`src/rtl/raster_pkg.sv`:
```
// raster_pkg: shared widths, constants and the sequencer state type for the
// angle animation path (angle_sequencer and its button debouncers).
package raster_pkg;

    localparam int unsigned ANGLE_W   = 9;    // angle bus width, values 0..359
    localparam int unsigned ANGLE_MOD = 360;  // degrees per revolution
    localparam int unsigned SPEED_W   = 2;    // sw_speed width, step = 1 << sw_speed
    localparam int unsigned MATH_W    = 10;   // headroom for angle + step before the wrap

    typedef enum logic [1:0] {
        StRun,
        StPause,
        StStep
    } seq_state_e;

endpackage

```
`src/rtl/btn_debounce.sv`:
```
// btn_debounce: two-flop synchroniser followed by a stability counter for one raw
// board button.
//   clk_pix   in   pixel clock
//   rst       in   synchronous active-high reset (button treated as released)
//   btn_raw   in   asynchronous raw button level
//   btn_level out  debounced level
//   btn_rise  out  one-cycle pulse when the debounced level goes 0 -> 1
module btn_debounce #(
    parameter int unsigned DEBOUNCE_CYCLES = 250000
) (
    input  logic clk_pix,
    input  logic rst,
    input  logic btn_raw,
    output logic btn_level,
    output logic btn_rise
);

    localparam int unsigned CNT_W = $clog2(DEBOUNCE_CYCLES + 1);
    localparam logic [CNT_W-1:0] CNT_LAST = CNT_W'(DEBOUNCE_CYCLES - 1);

    logic             sync1_q, sync1_d;
    logic             sync2_q, sync2_d;
    logic             level_q, level_d;
    logic             rise_q, rise_d;
    logic [CNT_W-1:0] cnt_q, cnt_d;

    always_comb begin
        sync1_d = btn_raw;
        sync2_d = sync1_q;
        level_d = level_q;
        rise_d  = 1'b0;
        cnt_d   = '0;
        // Any cycle where the synchronised input agrees with the accepted level
        // restarts the count, so only an uninterrupted run is accepted.
        if (sync2_q != level_q) begin
            if (cnt_q == CNT_LAST) begin
                level_d = sync2_q;
                rise_d  = sync2_q;
            end else begin
                cnt_d = cnt_q + 1'b1;
            end
        end
    end

    always_ff @(posedge clk_pix) begin
        if (rst) begin
            sync1_q <= 1'b0;
            sync2_q <= 1'b0;
            level_q <= 1'b0;
            rise_q  <= 1'b0;
            cnt_q   <= '0;
        end else begin
            sync1_q <= sync1_d;
            sync2_q <= sync2_d;
            level_q <= level_d;
            rise_q  <= rise_d;
            cnt_q   <= cnt_d;
        end
    end

    assign btn_level = level_q;
    assign btn_rise  = rise_q;

endmodule

```
`src/rtl/angle_sequencer.sv`:
```
// angle_sequencer: per-frame rotation angle controller. The angle advances once
// per frame on the vsync assert edge, so it is stable across the active frame.
//   clk_pix   in   pixel clock
//   rst       in   synchronous active-high reset
//   vsync     in   raw vsync (polarity set by VSYNC_ACTIVE_LOW)
//   btn_pause in   raw button, toggles run/pause
//   btn_step  in   raw button, single-frame advance while paused
//   btn_dir   in   raw button, toggles rotation direction
//   sw_speed  in   step per frame = 1 << sw_speed degrees
//   angle     out  current angle 0..359
//   paused    out  high in PAUSE or STEP
//   dir_rev   out  high when rotating backwards
// Build option: define ANGLE_PINGPONG_EN to bounce off 359/0 instead of wrapping.
module angle_sequencer
    import raster_pkg::*;
#(
    parameter int unsigned DEBOUNCE_CYCLES  = 250000,
    parameter bit          VSYNC_ACTIVE_LOW = 1'b1
) (
    input  logic               clk_pix,
    input  logic               rst,
    input  logic               vsync,
    input  logic               btn_pause,
    input  logic               btn_step,
    input  logic               btn_dir,
    input  logic [SPEED_W-1:0] sw_speed,
    output logic [ANGLE_W-1:0] angle,
    output logic               paused,
    output logic               dir_rev
);

    logic               ev_pause, ev_step, ev_dir;
    logic [2:0]         btn_levels;
    logic               unused_btn_level;

    logic               vs_act, vs_q, vs_d, tick;
    seq_state_e         state_q, state_d;
    logic [ANGLE_W-1:0] angle_q, angle_d;
    logic               dir_q, dir_d;
    logic               advance;

    logic [MATH_W-1:0]  step_s, angle_ext, sum, nxt;
    logic               bounce, bounce_dir;

    btn_debounce #(.DEBOUNCE_CYCLES(DEBOUNCE_CYCLES)) u_db_pause (
        .clk_pix  (clk_pix),
        .rst      (rst),
        .btn_raw  (btn_pause),
        .btn_level(btn_levels[0]),
        .btn_rise (ev_pause)
    );

    btn_debounce #(.DEBOUNCE_CYCLES(DEBOUNCE_CYCLES)) u_db_step (
        .clk_pix  (clk_pix),
        .rst      (rst),
        .btn_raw  (btn_step),
        .btn_level(btn_levels[1]),
        .btn_rise (ev_step)
    );

    btn_debounce #(.DEBOUNCE_CYCLES(DEBOUNCE_CYCLES)) u_db_dir (
        .clk_pix  (clk_pix),
        .rst      (rst),
        .btn_raw  (btn_dir),
        .btn_level(btn_levels[2]),
        .btn_rise (ev_dir)
    );

    // Only the edge events are used here.
    assign unused_btn_level = ^btn_levels;

    // Vsync assert-edge detection. vs_q resets to "asserted" so releasing reset in
    // the middle of vsync does not produce a tick.
    assign vs_act = vsync ^ VSYNC_ACTIVE_LOW;
    assign vs_d   = vs_act;
    assign tick   = vs_act & ~vs_q;

    // State register
    always_ff @(posedge clk_pix) begin
        if (rst) begin
            state_q <= StRun;
            vs_q    <= 1'b1;
            angle_q <= '0;
            dir_q   <= 1'b0;
        end else begin
            state_q <= state_d;
            vs_q    <= vs_d;
            angle_q <= angle_d;
            dir_q   <= dir_d;
        end
    end

    // Next-state logic; pause has priority over step.
    always_comb begin
        state_d = state_q;
        unique case (state_q)
            StRun: begin
                if (ev_pause) state_d = StPause;
            end
            StPause: begin
                if (ev_pause)     state_d = StRun;
                else if (ev_step) state_d = StStep;
            end
            StStep: begin
                if (ev_pause)  state_d = StRun;
                else if (tick) state_d = StPause;
            end
            default: state_d = StRun;
        endcase
    end

    // FSM outputs. The advance decision looks at the current state, so an event
    // landing on the tick cycle only affects later frames.
    always_comb begin
        advance = tick & ((state_q == StRun) | (state_q == StStep));
        paused  = (state_q != StRun);
    end

    // Angle datapath, 10-bit unsigned. Uses the current direction, so a
    // coincident ev_dir applies from the next frame.
    always_comb begin
        step_s     = MATH_W'(1) << sw_speed;
        angle_ext  = MATH_W'(angle_q);
        sum        = angle_ext + step_s;
        nxt        = angle_ext;
        bounce     = 1'b0;
        bounce_dir = dir_q;
        if (!dir_q) begin
            if (sum >= MATH_W'(ANGLE_MOD)) begin
`ifdef ANGLE_PINGPONG_EN
                // Reflect off 359: 359 - (sum - 359).
                nxt        = MATH_W'(2 * (ANGLE_MOD - 1)) - sum;
                bounce     = 1'b1;
                bounce_dir = 1'b1;
`else
                nxt = sum - MATH_W'(ANGLE_MOD);
`endif
            end else begin
                nxt = sum;
            end
        end else begin
            if (angle_ext < step_s) begin
`ifdef ANGLE_PINGPONG_EN
                // Reflect off 0.
                nxt        = step_s - angle_ext;
                bounce     = 1'b1;
                bounce_dir = 1'b0;
`else
                nxt = angle_ext + MATH_W'(ANGLE_MOD) - step_s;
`endif
            end else begin
                nxt = angle_ext - step_s;
            end
        end

        angle_d = advance ? nxt[ANGLE_W-1:0] : angle_q;
        // A button press flips whatever direction the frame update settles on.
        dir_d   = ((advance & bounce) ? bounce_dir : dir_q) ^ ev_dir;
    end

    assign angle   = angle_q;
    assign dir_rev = dir_q;

endmodule

```
`config.mk`:
```
export PLATFORM = sky130hd
export DESIGN_NAME = angle_sequencer
export DESIGN_NICKNAME = d
export VERILOG_FILES = /design/src/rtl/raster_pkg.sv /design/src/rtl/btn_debounce.sv /design/src/rtl/angle_sequencer.sv
export SDC_FILE = /design/constraint.sdc
export NUM_CORES = 1
export LEC_CHECK = 0
export ABC_AREA = 1
export CAP_MARGIN = 20
export CORE_ASPECT_RATIO = 1.4
export CORE_MARGIN = 2
export CORE_UTILIZATION = 42
export DETAILED_ROUTE_END_ITERATION = 10
export PLACE_DENSITY = 0.71
export SLEW_MARGIN = 20
export SYNTH_ARGS = -nofsm -noshare
export SYNTH_HDL_FRONTEND = slang
export SYNTH_SLANG_ARGS = --single-unit
```
`constraint.sdc`:
```
create_clock -name clk_pix -period 3.7 [get_ports clk_pix]
set_input_delay 0.74 -clock clk_pix [delete_from_list [all_inputs] [get_ports clk_pix]]
set_output_delay 0.74 -clock clk_pix [all_outputs]
set_load 0.01 [all_outputs]
```
==> Implementation_results.wiki <==
{| class="wikitable"
! Metric !! Value
|-
| Outcome || complete, no violations
|-
| Worst IR drop on VDD || 0.287 mV
|-
| Overall via count from detail_route || 4,008
|-
| Total number of placement rows || 44
|-
| Synthesized area per cell || 7.16 µm²
|-
| Setup tns final || 0 ns
|-
| Post-cts hold buffer count || 0
|-
| Total core area || 0.0103 mm²
|-
| Number of top-level pins || 19
|-
| Syn Std Cell Area || 0.00447 mm²
|-
| Residual DRC || 0
|-
| Final critical delay including setup and external delays || 3.07 ns
|-
| Area overhead of the layout relative to synthesis || 14.2%
|-
| Layout cells sized above 1 || 8.73%
|-
| Buffers on Ports || 18
|-
| Reported max-cap violation count || 0
|-
| Type of the most critical hold path || reg2reg
|-
| Clock Root Buffer || clkbuf_16
|-
| Seq. cell area || 0.00158 mm²
|-
| Via density || 5.07
|-
| Starting Density || 43.2%
|-
| Avg WL per Cell || 12.0 µm
|-
| Router iterations before antenna repair || 5
|-
| Most numerous cell in the Yosys netlist || nand2_1
|-
| Class of the most critical setup path || in2reg
|-
| Residual overflow from global routing || 0
|-
| Number of non-filler instances in the completed layout || 791
|-
| Multi-input gate area in the final layout || 0.00247 mm²
|-
| Largest driver fanout on the critical path || 3
|-
| Area share of the leading cell type in the synthesized netlist || 35.4%
|-
| Worst Clk Skew || 0.00736 ns
|-
| Post-CTS setup-driven buffer insertion count || 0
|-
| Post-route fraction of the period consumed by the critical path || 82.9%
|-
| Fill cell instance count of the final layout || 1,055
|-
| Pwr Density || 379 mW/mm²
|-
| Met1 Track Usage GR || 19.2%
|-
| Number of global-route vias before repair || 3,855
|-
| Final slew viol count || 0
|-
| Post-synth top flop || dfxtp_1
|-
| Compound-cell area share of the yosys netlist || 9.29%
|-
| Met2 demand-to-capacity share in global routing || 31.9%
|-
| Least-Margin Pin Slew || 0.723 ns
|-
| Synth Area in Adders || 7.84%
|-
| Combinational family with the most area after synthesis || simple AND/OR/NAND/NOR gates
|-
| PostCTS Resize Cnt || 0
|-
| Antenna violations before repair || 0
|-
| Post-Synth Simple-Gate Area || 33.0%
|-
| Area leader, netlist || dfxtp_1
|-
| Leakage component of the power || 2.01 nW
|-
| Tightest hold margin || 0.401 ns
|-
| Synth Instances || 624
|-
| Met3 Resource Use GR || 2.27%
|-
| Arrival time of the worst setup path || 3.34 ns
|-
| Clock slew seen by the registers of the worst setup and hold paths || 0.06 ns
|-
| Die span in y || 126 µm
|-
| Global route hottest layer || met2
|-
| All-Layer GR Usage || 17.2%
|-
| Placer's final routability congestion estimate || 0.839
|-
| Highest achievable clock rate || 0.326 GHz
|-
| N_diodes || 0
|-
| Post-synth cell types || 42
|-
| Share of the synthesized netlist area taken by xor and xnor gates || 5.07%
|-
| Die Outline Area || 0.0115 mm²
|-
| Syn Nets || 657
|-
| Slew margin rel. || 51.7%
|-
| Post-synth EDFFs || 0
|-
| Max Root-Sink Buffers || 2
|-
| Initial drt markers || 145
|-
| Hold Violations, Final || 0
|-
| Final HPWL DP || 7.07 mm
|-
| WP data required || 3.98 ns
|-
| Clock net sink count || 79
|-
| Number of register bits inferred by synthesis || 79
|-
| Commonest cells post-synth || nand2_1 (118), inv_1 (96), dfxtp_1 (79)
|-
| Kind of capture point of the worst setup path || flip-flop
|-
| Final number of setup-violating endpoints || 0
|-
| Total wire length after detailed routing || 9.46 mm
|-
| Asr flop ratio synth || 0%
|-
| Dominant cells by area after synthesis || dfxtp_1 (35%), nand2_1 (9.9%), inv_1 (8.1%), ha_1 (5.6%), nor2_1 (5.5%)
|-
| Largest net degree at the start of global routing || 20
|-
| Setup repair after global routing missed its margin || no
|-
| Instance count after placement with tap cells included || 776
|-
| Remaining antenna violation count || 0
|-
| Number of H-tree branching levels || 3
|-
| Launch point of the worst path || sw_speed[0]
|-
| Mux cell area share after synthesis || 0%
|-
| Floorplan die width || 91.2 µm
|-
| Warnings from Yosys || 0
|-
| Sequential-to-total area share from yosys stat || 35.4%
|-
| Worst reg2reg path startpoint || angle[0]$_SDFFE_PP0P_
|-
| CTS Buf Count || 9
|-
| Wire length of the first global-routing pass || 16.5 mm
|-
| Nature of the critical path startpoint || input port
|-
| Source of the worst hold timing path || u_db_pause.sync1_q$_SDFF_PP0_
|-
| Skew-Pair Late Insertion Delay || 0.33 ns
|-
| Fin nets || 682
|-
| CTS tree || yes
|}
[state kept, by name, summed over array words and instances, names as in the netlist, 2 cells and up]
signal            flops
angle                 9
state_q               2
u_db_dir.cnt_q       18
u_db_pause.cnt_q     18
u_db_step.cnt_q      18
[final timing paths]
| check | endpoint | slack, ns | depth (start not counted) |
|---|---|---|---|
| hold reg to reg | u_db_pause.sync2_q$_SDFF_PP0_ | 0.40 | 2 |
| setup reg to reg | angle[7]$_SDFFE_PP0P_ | 1.28 | 12 |
| setup / recovery | angle[5]$_SDFFE_PP0P_ | 0.63 | 16 |
| hold / removal | u_db_pause.sync2_q$_SDFF_PP0_ | 0.40 | 2 |
[cells by family after synthesis]
family | after synthesis
xor+xnor | 25
flops | 79
simple gates | 314
buf+inv | 109
compound gates | 72
fa+ha+maj | 25
[cell type report]
type                       instances  share of cell area [%]
multi-input combinational        436                    48.3
sequential                        79                    31.0
inverter                         102                    7.50
clock buffer                      12                    5.02
timing repair buffer              21                    3.97
tap                              138                    3.38
clock inverter                     3                   0.833
[metal layers]
layer / routed length (µm) / share of wire, %
met2: 4960 / 52
met4: 243 / 2.6
met1: 4010 / 42
met3: 249 / 2.6
met5: 0 / 0
[placed cells by master, fill, tap and decap left out, types with 17 or more instances in the layout]
| cell | count |
|---|---|
| inv_1 | 96 |
| xor2_1 | 19 |
| nor2_1 | 66 |
| o21ai_0 | 17 |
| ha_1 | 20 |
| nor3_1 | 18 |
| dfxtp_1 | 79 |
| a21oi_1 | 35 |
| nand4_1 | 17 |
| nand3_1 | 46 |
| clkdlybuf4s50_1 | 18 |
| nand2_1 | 118 |
[per-stage QoR]
stage               setup slack [ns]  util [%]  power [mW]  area, µm²
floorplan                      0.815         -        1.01       4470
global placement               0.318      46.4        1.05       4810
detailed placement             0.312      46.4        1.06       4810
CTS                            0.648      49.3        1.95       5110
global route                   0.358      49.3        2.01       5110
finish                         0.633      49.3        1.94       5110
[critical path, cell delays in order]
cell             delay, ns
clkdlybuf4s50_1       0.49
inv_1                 0.06
nor2_1                0.12
inv_1                 0.06
ha_1                  0.31
ha_1                  0.24
fa_1                  0.41
inv_1                 0.07
nor2_1                0.05
o21ai_0               0.14
nand2_1               0.09
xor2_1                0.15
o22ai_1               0.08
o21ai_0               0.15
inv_1                 0.07
a21oi_2               0.12
[power breakdown]
group	total (mW)	switching, mW	internal [mW]
clock	0.893	0.339	0.555
sequential	0.869	0.00956	0.859
combinational	0.173	0.107	0.0658
Power figures use the tool's default switching activity.
